==> src/rtl/uart_cmd_asm.sv <==
// uart_cmd_asm: packs received byte pairs into 16-bit commands with timeout and overrun flags
module uart_cmd_asm #(
  parameter int TIMEOUT = 78120,
  parameter int TO_W = 17
) (
  input  logic        clk,
  input  logic        rst_n,
  input  logic        rdy,
  input  logic [7:0]  rx_data,
  output logic        clr_rdy,
  output logic [15:0] cmd,
  output logic        cmd_rdy,
  input  logic        clr_cmd_rdy,
  output logic        cmd_ovr,
  output logic        to_err
);
  typedef enum logic {IDLE, WAIT_LO} state_t;
  state_t state, nxt;
  logic [7:0] hi;
  logic [TO_W-1:0] timer;
  logic done, tmo;
  assign clr_rdy = rdy & rst_n;
  always_comb begin
    done = state == WAIT_LO && rdy;
    tmo = state == WAIT_LO && !rdy && timer == TO_W'(TIMEOUT - 1);
    nxt = state == IDLE ? (rdy ? WAIT_LO : IDLE) : (rdy || tmo ? IDLE : WAIT_LO);
  end
  always_ff @(posedge clk) begin
    if (!rst_n) begin
      state <= IDLE;
      hi <= '0;
      timer <= '0;
      cmd <= '0;
      cmd_rdy <= 1'b0;
      cmd_ovr <= 1'b0;
      to_err <= 1'b0;
    end else begin
      state <= nxt;
      hi <= state == IDLE && rdy ? rx_data : hi;
      timer <= state == WAIT_LO && !done && !tmo ? timer + TO_W'(1) : '0;
      to_err <= tmo;
      cmd <= done ? {hi, rx_data} : cmd;
      cmd_rdy <= done | (cmd_rdy & ~clr_cmd_rdy);
      // a completion only flags overrun when the previous command was not acknowledged
      cmd_ovr <= clr_cmd_rdy ? 1'b0 : cmd_ovr | (done & cmd_rdy);
    end
  end
endmodule

==> config.mk <==
export PLATFORM = sky130hd
export DESIGN_NAME = uart_cmd_asm
export DESIGN_NICKNAME = d
export VERILOG_FILES = /design/src/rtl/uart_cmd_asm.sv
export SDC_FILE = /design/constraint.sdc
export NUM_CORES = 1
export LEC_CHECK = 0
export ABC_AREA = 1
export BUFFER_PORTS_ARGS = -buffer_cell sky130_fd_sc_hd__buf_2
export CORE_MARGIN = 8
export CORE_UTILIZATION = 45
export DETAILED_ROUTE_END_ITERATION = 10
export PLACE_DENSITY = 0.68
export RECOVER_POWER = 25
export SLEW_MARGIN = 5
export SYNTH_ARGS = -nofsm -noshare
export SYNTH_HDL_FRONTEND = slang
export SYNTH_SLANG_ARGS = --single-unit
==> constraint.sdc <==
create_clock -name clk -period 3.06 [get_ports clk]
set_clock_uncertainty 0.15 [all_clocks]
set_input_delay 0.306 -clock clk [delete_from_list [all_inputs] [get_ports clk]]
set_output_delay 0.306 -clock clk [all_outputs]
set_load 0.03 [all_outputs]
# Yosys cells after proc, flatten, opt, wreduce, memory -nomap -nowiden
# Index checks and enable logic that the tools add are counted.
[word_totals]
reg_bits = 45
latchBits = 0
ram_bits = 0
romBits = 0
in_bits = 12
word_cells = 32
mem_count = 0
[classes]
addsub = 1
mul = 0
n_div = 0
magnitude_cmp = 0
n_eq_ne = 1
n_shift = 0
mux = 3
n_bitwise = 8
n_reduce_logical = 12
[ops]
columns = ["op", "count"]
rows = [
  ["17-bit by 1-bit adder with 17-bit output, second input constant", 1],
  ["17-bit equality test, second input constant", 1],
  ["1-bit logical AND", 6],
  ["1-bit AND", 3],
  ["1-bit logical NOT", 3],
  ["1-bit 2-to-1 mux", 3],
  ["1-bit inverter", 3],
  ["1-bit bitwise OR", 2],
  ["2-bit AND reduction", 1],
  ["2-bit OR reduction", 1],
  ["1-bit logical OR", 1],
]

# Logic depth before layout (Yosys ltp)
[depth]
depth_word = 6
ltp_mapped = 7
depth_no_buf = 7

# Worst setup path before layout
# Ideal clock, no wire load.
[synth_timing]
path_kind = "register to register"
startpoint = "register timer[0]"
endpoint = "register timer[12]"
setup_time_ns = 0.115
arrival_ns = 1.137
t_required_ns = 2.795
slack_ns = 1.658
stages_incl_launch_ff = 7
path_buffers = 0
period_less_slack_ns = 1.402
cell_sequence = "dfxtp_1 -> ha_1 -> nand3_1 -> nor2_4 -> nand2_1 -> xor2_1 -> nor2_2"
[synth_via]
elab_chain_len = 5
[synth_lines]
columns = ["element", "line_no", "source"]
rows = [
  ["start: declaration", "20", "logic [TO_W-1:0] timer;"],
  ["start signal: assignment", "40", "timer <= state == WAIT_LO && !done && !tmo ? timer + TO_W'(1) : '0;"],
  ["branches (longest 5 deep; another with 17-bit by 1-bit adder with 17-bit output)", "n/a", ""],
]
# Parallel ways; which one is timed is not known.
# A chain may end at the register's enable or synchronous reset.

# Worst setup path after layout
[layout_timing]
startpoint = "register state"
endpoint = "register cmd[6]"
[layout_via]
elab_chain_len = 1
[layout_lines]
columns = ["element", "line_no", "source"]
rows = [
  ["start: declaration", "18", "state_t state, nxt;"],
  ["start signal: assignment", "38", "state <= nxt;"],
  ["1-bit logical AND", "24", "done = state == WAIT_LO && rdy;"],
  ["end signal: assignment", "42", "cmd <= done ? {hi, rx_data} : cmd;"],
  ["end: declaration", "11", "output logic [15:0] cmd,"],
]
# Every way passes these cells.

==> impl_metrics.csv <==
group,metric,value,unit
logic_synthesis,netlist_instances,247,
global_route,antenna_found_initial,0,
min_path,min_from,"clr_cmd_rdy",
clocking,insertion_delay,0.29,ns
sta,timing.fmax,0.565,GHz
floorplan,core_area,3970,um^2
logic_synthesis,yosysUniqueCellTypes,27,
global_route,grt_max_degree,27,
clocking,cts_tree,"done",
power,power.share.clock,35.2,%
power,p_leak,0.817,nW
routing,drcViolationCount,0,
final_layout,layout_commonest_cell,"nor2_1",
clocking,cts_inserted_buffers,5,
floorplan,ios,32,
logic_synthesis,syn_nets,260,
logic_synthesis,synth_top_family_by_area,"simple AND/OR/NAND/NOR gates",
clocking,cts_num_sinks,45,
setup_path,r2r_end,"cmd[6]$_SDFFE_PN0P_",
floorplan,die-height,80.0,um
routing,antenna_left,0,
routing,routed_wl,3660,um
power,pwr-share-seq,55.2,%
routing,drt_pass1_iterations,4,
logic_synthesis,yosys.area_share.xor_xnor,3.32,%
global_route,use_met1,14.2,%
logic_synthesis,synthAdderAreaFrac,0.678,%
setup_path,critPathCaptureType,"flip-flop",
clocking,clockRootBuffer,"clkbuf_8",
clocking,post_cts_buffers,0,
power,power_switching,0.281,mW
clocking,cts_hold_buf,0,
sta,min_period_over_period,57.9,%
setup_path,r2r_setup_slack,1.29,ns
routing,routed_via_density,4.65,
sta,finalMaxSlewViolations,0,
final_layout,nFillCells,414,
setup_path,worst_ep_required_time,3.09,ns
floorplan,rows,23,
logic_synthesis,yosys_warnings,0,
power,ir_worst_vdd,0.345,mV
setup_path,path_class,"reg -> reg",
global_route,grt_pass1_vias,1477,
sta,max_slew.worst_pin.slew,0.498,ns
floorplan,dieWidth,80.0,um
sta,setup_viol,0,
min_path,holdCritPathClass,"in -> reg",
placement,place_inst,323,
logic_synthesis,synth_mux_area_share,0,%
logic_synthesis,synth_seq_cells,45,
placement,gp_congestion,0.817,
final_layout,area_delta_synth_final,14.6,%
global_route,grt_pass1_wl,6510,um
sta,fin_tns_setup,0,ns
power,power.density,532,nW/um^2
clocking,h-tree-depth,2,
power,combPwrFrac,9.6,%
global_route,grt_usage,12.8,%
logic_synthesis,synthSimpleGateAreaFrac,31.7,%
global_route,globalRouteMet3Util,4.50,%
placement,port_buffers,31,
final_layout,antenna_cells,0,
sta,rsz0062_at_grt,"false",
run_status,status,"finished clean",
routing,wl_per_cell,11.1,um
clocking,ctsLongestPathBuffers,2,
final_layout,final_cell_mix,"73 x nor2_1, 45 x dfxtp_1, 29 x nand2_1",
setup_path,r2r_cells,4,
global_route,gr-total-overflow,0,
power,swShare,25.0,%
floorplan,initial_core_util,46.5,%
logic_synthesis,syn_area,1850,um^2
logic_synthesis,synth_compound_area_share,8.95,%
power,p_int,0.845,mW
clocking,path_clk_slew,0.08,ns
setup_path,arrival,1.80,ns
clocking,cts_resized,0,
routing,dr.first_iter.drc_count,97,
floorplan,die_area,6410,um^2
flow_run,drv_cap,0,
min_path,min_path_cells,3,
final_layout,stdcell_count,331,
logic_synthesis,ys_seq_area_share,48.8,%
global_route,use_met2,21.2,%
global_route,busiest_layer,"met2",
setup_path,regToRegStartpoint,"state$_SDFF_PN0_",
placement,dpl.hpwl,2670,um
min_path,hold_end,"cmd_ovr$_SDFF_PP0_",
final_layout,num-nets-final,293,
sta,period_minus_slack,1.77,ns
logic_synthesis,syn_avg_cell_area,7.47,um^2
sta,slew_headroom,66.7,%
sta,hold_violations,0,
setup_path,startpoint_type,"flip-flop",
routing,vias,1540,
final_layout,drive_gt1_share,12.1,%
setup_path,worstPathMaxFanout,18,
==> registers in the layout (all words and copies together) (netlist names) <==
signal	count
timer	17
to_err	1
cmd_rdy	1
cmd	16
hi	8
state	1
cmd_ovr	1
==> cells in the mapped netlist (all sizes together) <==
cell / number / share of area [%]
nor2: 78 / 17
dfxtp: 45 / 49
nand2: 30 / 6.5
o21ai: 25 / 6.8
inv: 23 / 4.7
nand3: 18 / 5.2
a21oi: 4 / 1.1
nand4: 4 / 1.4
xnor2: 4 / 1.9
buf: 3 / 1.2
xor2: 3 / 1.4
clkbuf: 2 / 0.41
a31oi: 1 / 0.34
clkinv: 1 / 0.20
ha: 1 / 0.68
nand3b: 1 / 0.41
nor3: 1 / 0.88
o21bai: 1 / 0.41
o22ai: 1 / 0.34
or2: 1 / 0.34
==> cells by family (layout without fill, tap and decap cells) <==
logic type,count (synthesis),count (layout)
flip-flops,45,45
XOR/XNOR,7,7
adder cells (fa/ha/maj),1,1
AND/OR/NAND/NOR,133,133
AO/OA/AOI/OAI,32,32
buffers and inverters,29,63
==> power groups by stage <==
| stage | sequential, mW | clock, mW | combinational, mW |
|---|---|---|---|
| after floorplan | 0.661 | 0 | 0.0525 |
| after global placement | 0.635 | 0 | 0.111 |
| after detailed placement | 0.636 | 0 | 0.113 |
| after CTS | 0.622 | 0.409 | 0.113 |
| after global routing | 0.626 | 0.435 | 0.123 |
| final | 0.622 | 0.396 | 0.108 |
==> worst max-delay path, cell delays in order (launching register included) <==
cell	delay [ns]
dfxtp_1	0.32
nand2_1	0.38
clkinv_1	0.53
nor2_1	0.22
nor2_1	0.06
==> per-stage QoR <==
step,total power [mW],setup slack [ns],cell area (um^2),hold slack (ns),utilization (%)
global placement,0.745,1.16,2030,0.285,51.2
global route,1.18,1.01,2120,0.109,53.3
finish,1.13,1.29,2120,0.107,53.3
floorplan,0.714,1.66,1850,0.279,-
CTS,1.14,1.26,2130,0.0989,53.7
detailed placement,0.748,1.12,2030,0.291,51.2
==> worst max-delay path by stage <==
stage                                    from                    to  slack (ns)  depth (start not counted)
after global placement                    rdy   cmd[4]$_SDFFE_PN0P_        1.16                          5
after detailed placement                  rdy  cmd[13]$_SDFFE_PN0P_        1.12                          5
after CTS                    state$_SDFF_PN0_  cmd[12]$_SDFFE_PN0P_        1.26                          4
final                        state$_SDFF_PN0_   cmd[6]$_SDFFE_PN0P_        1.29                          4
after floorplan           timer[0]$_SDFF_PN0_  timer[12]$_SDFF_PN0_        1.66                          6
after global routing         state$_SDFF_PN0_  cmd[11]$_SDFFE_PN0P_        1.01                          4
==> routing by layer <==
metal | part of all wire, % | vias up | wire (um)
met4 | 1.4 | 0 | 51
met2 | 47 | 28 | 1720
met1 | 48 | 665 | 1750
met3 | 3.6 | 5 | 132
met5 | 0 | - | 0
li1 | - | 842 | -
==> layout make-up <==
| class | count | area, um^2 | share of cell area, % |
|---|---|---|---|
| clock buffer | 7 | 96.3 | 4.55 |
| clock inverter | 1 | 5.00 | 0.237 |
| inverter | 24 | 90.1 | 4.26 |
| multi-input combinational | 173 | 825 | 39.0 |
| sequential | 45 | 901 | 42.6 |
| tap | 50 | 62.6 | 2.96 |
| timing repair buffer | 31 | 136 | 6.45 |
Note: power is estimated with default switching activity, not from simulation.
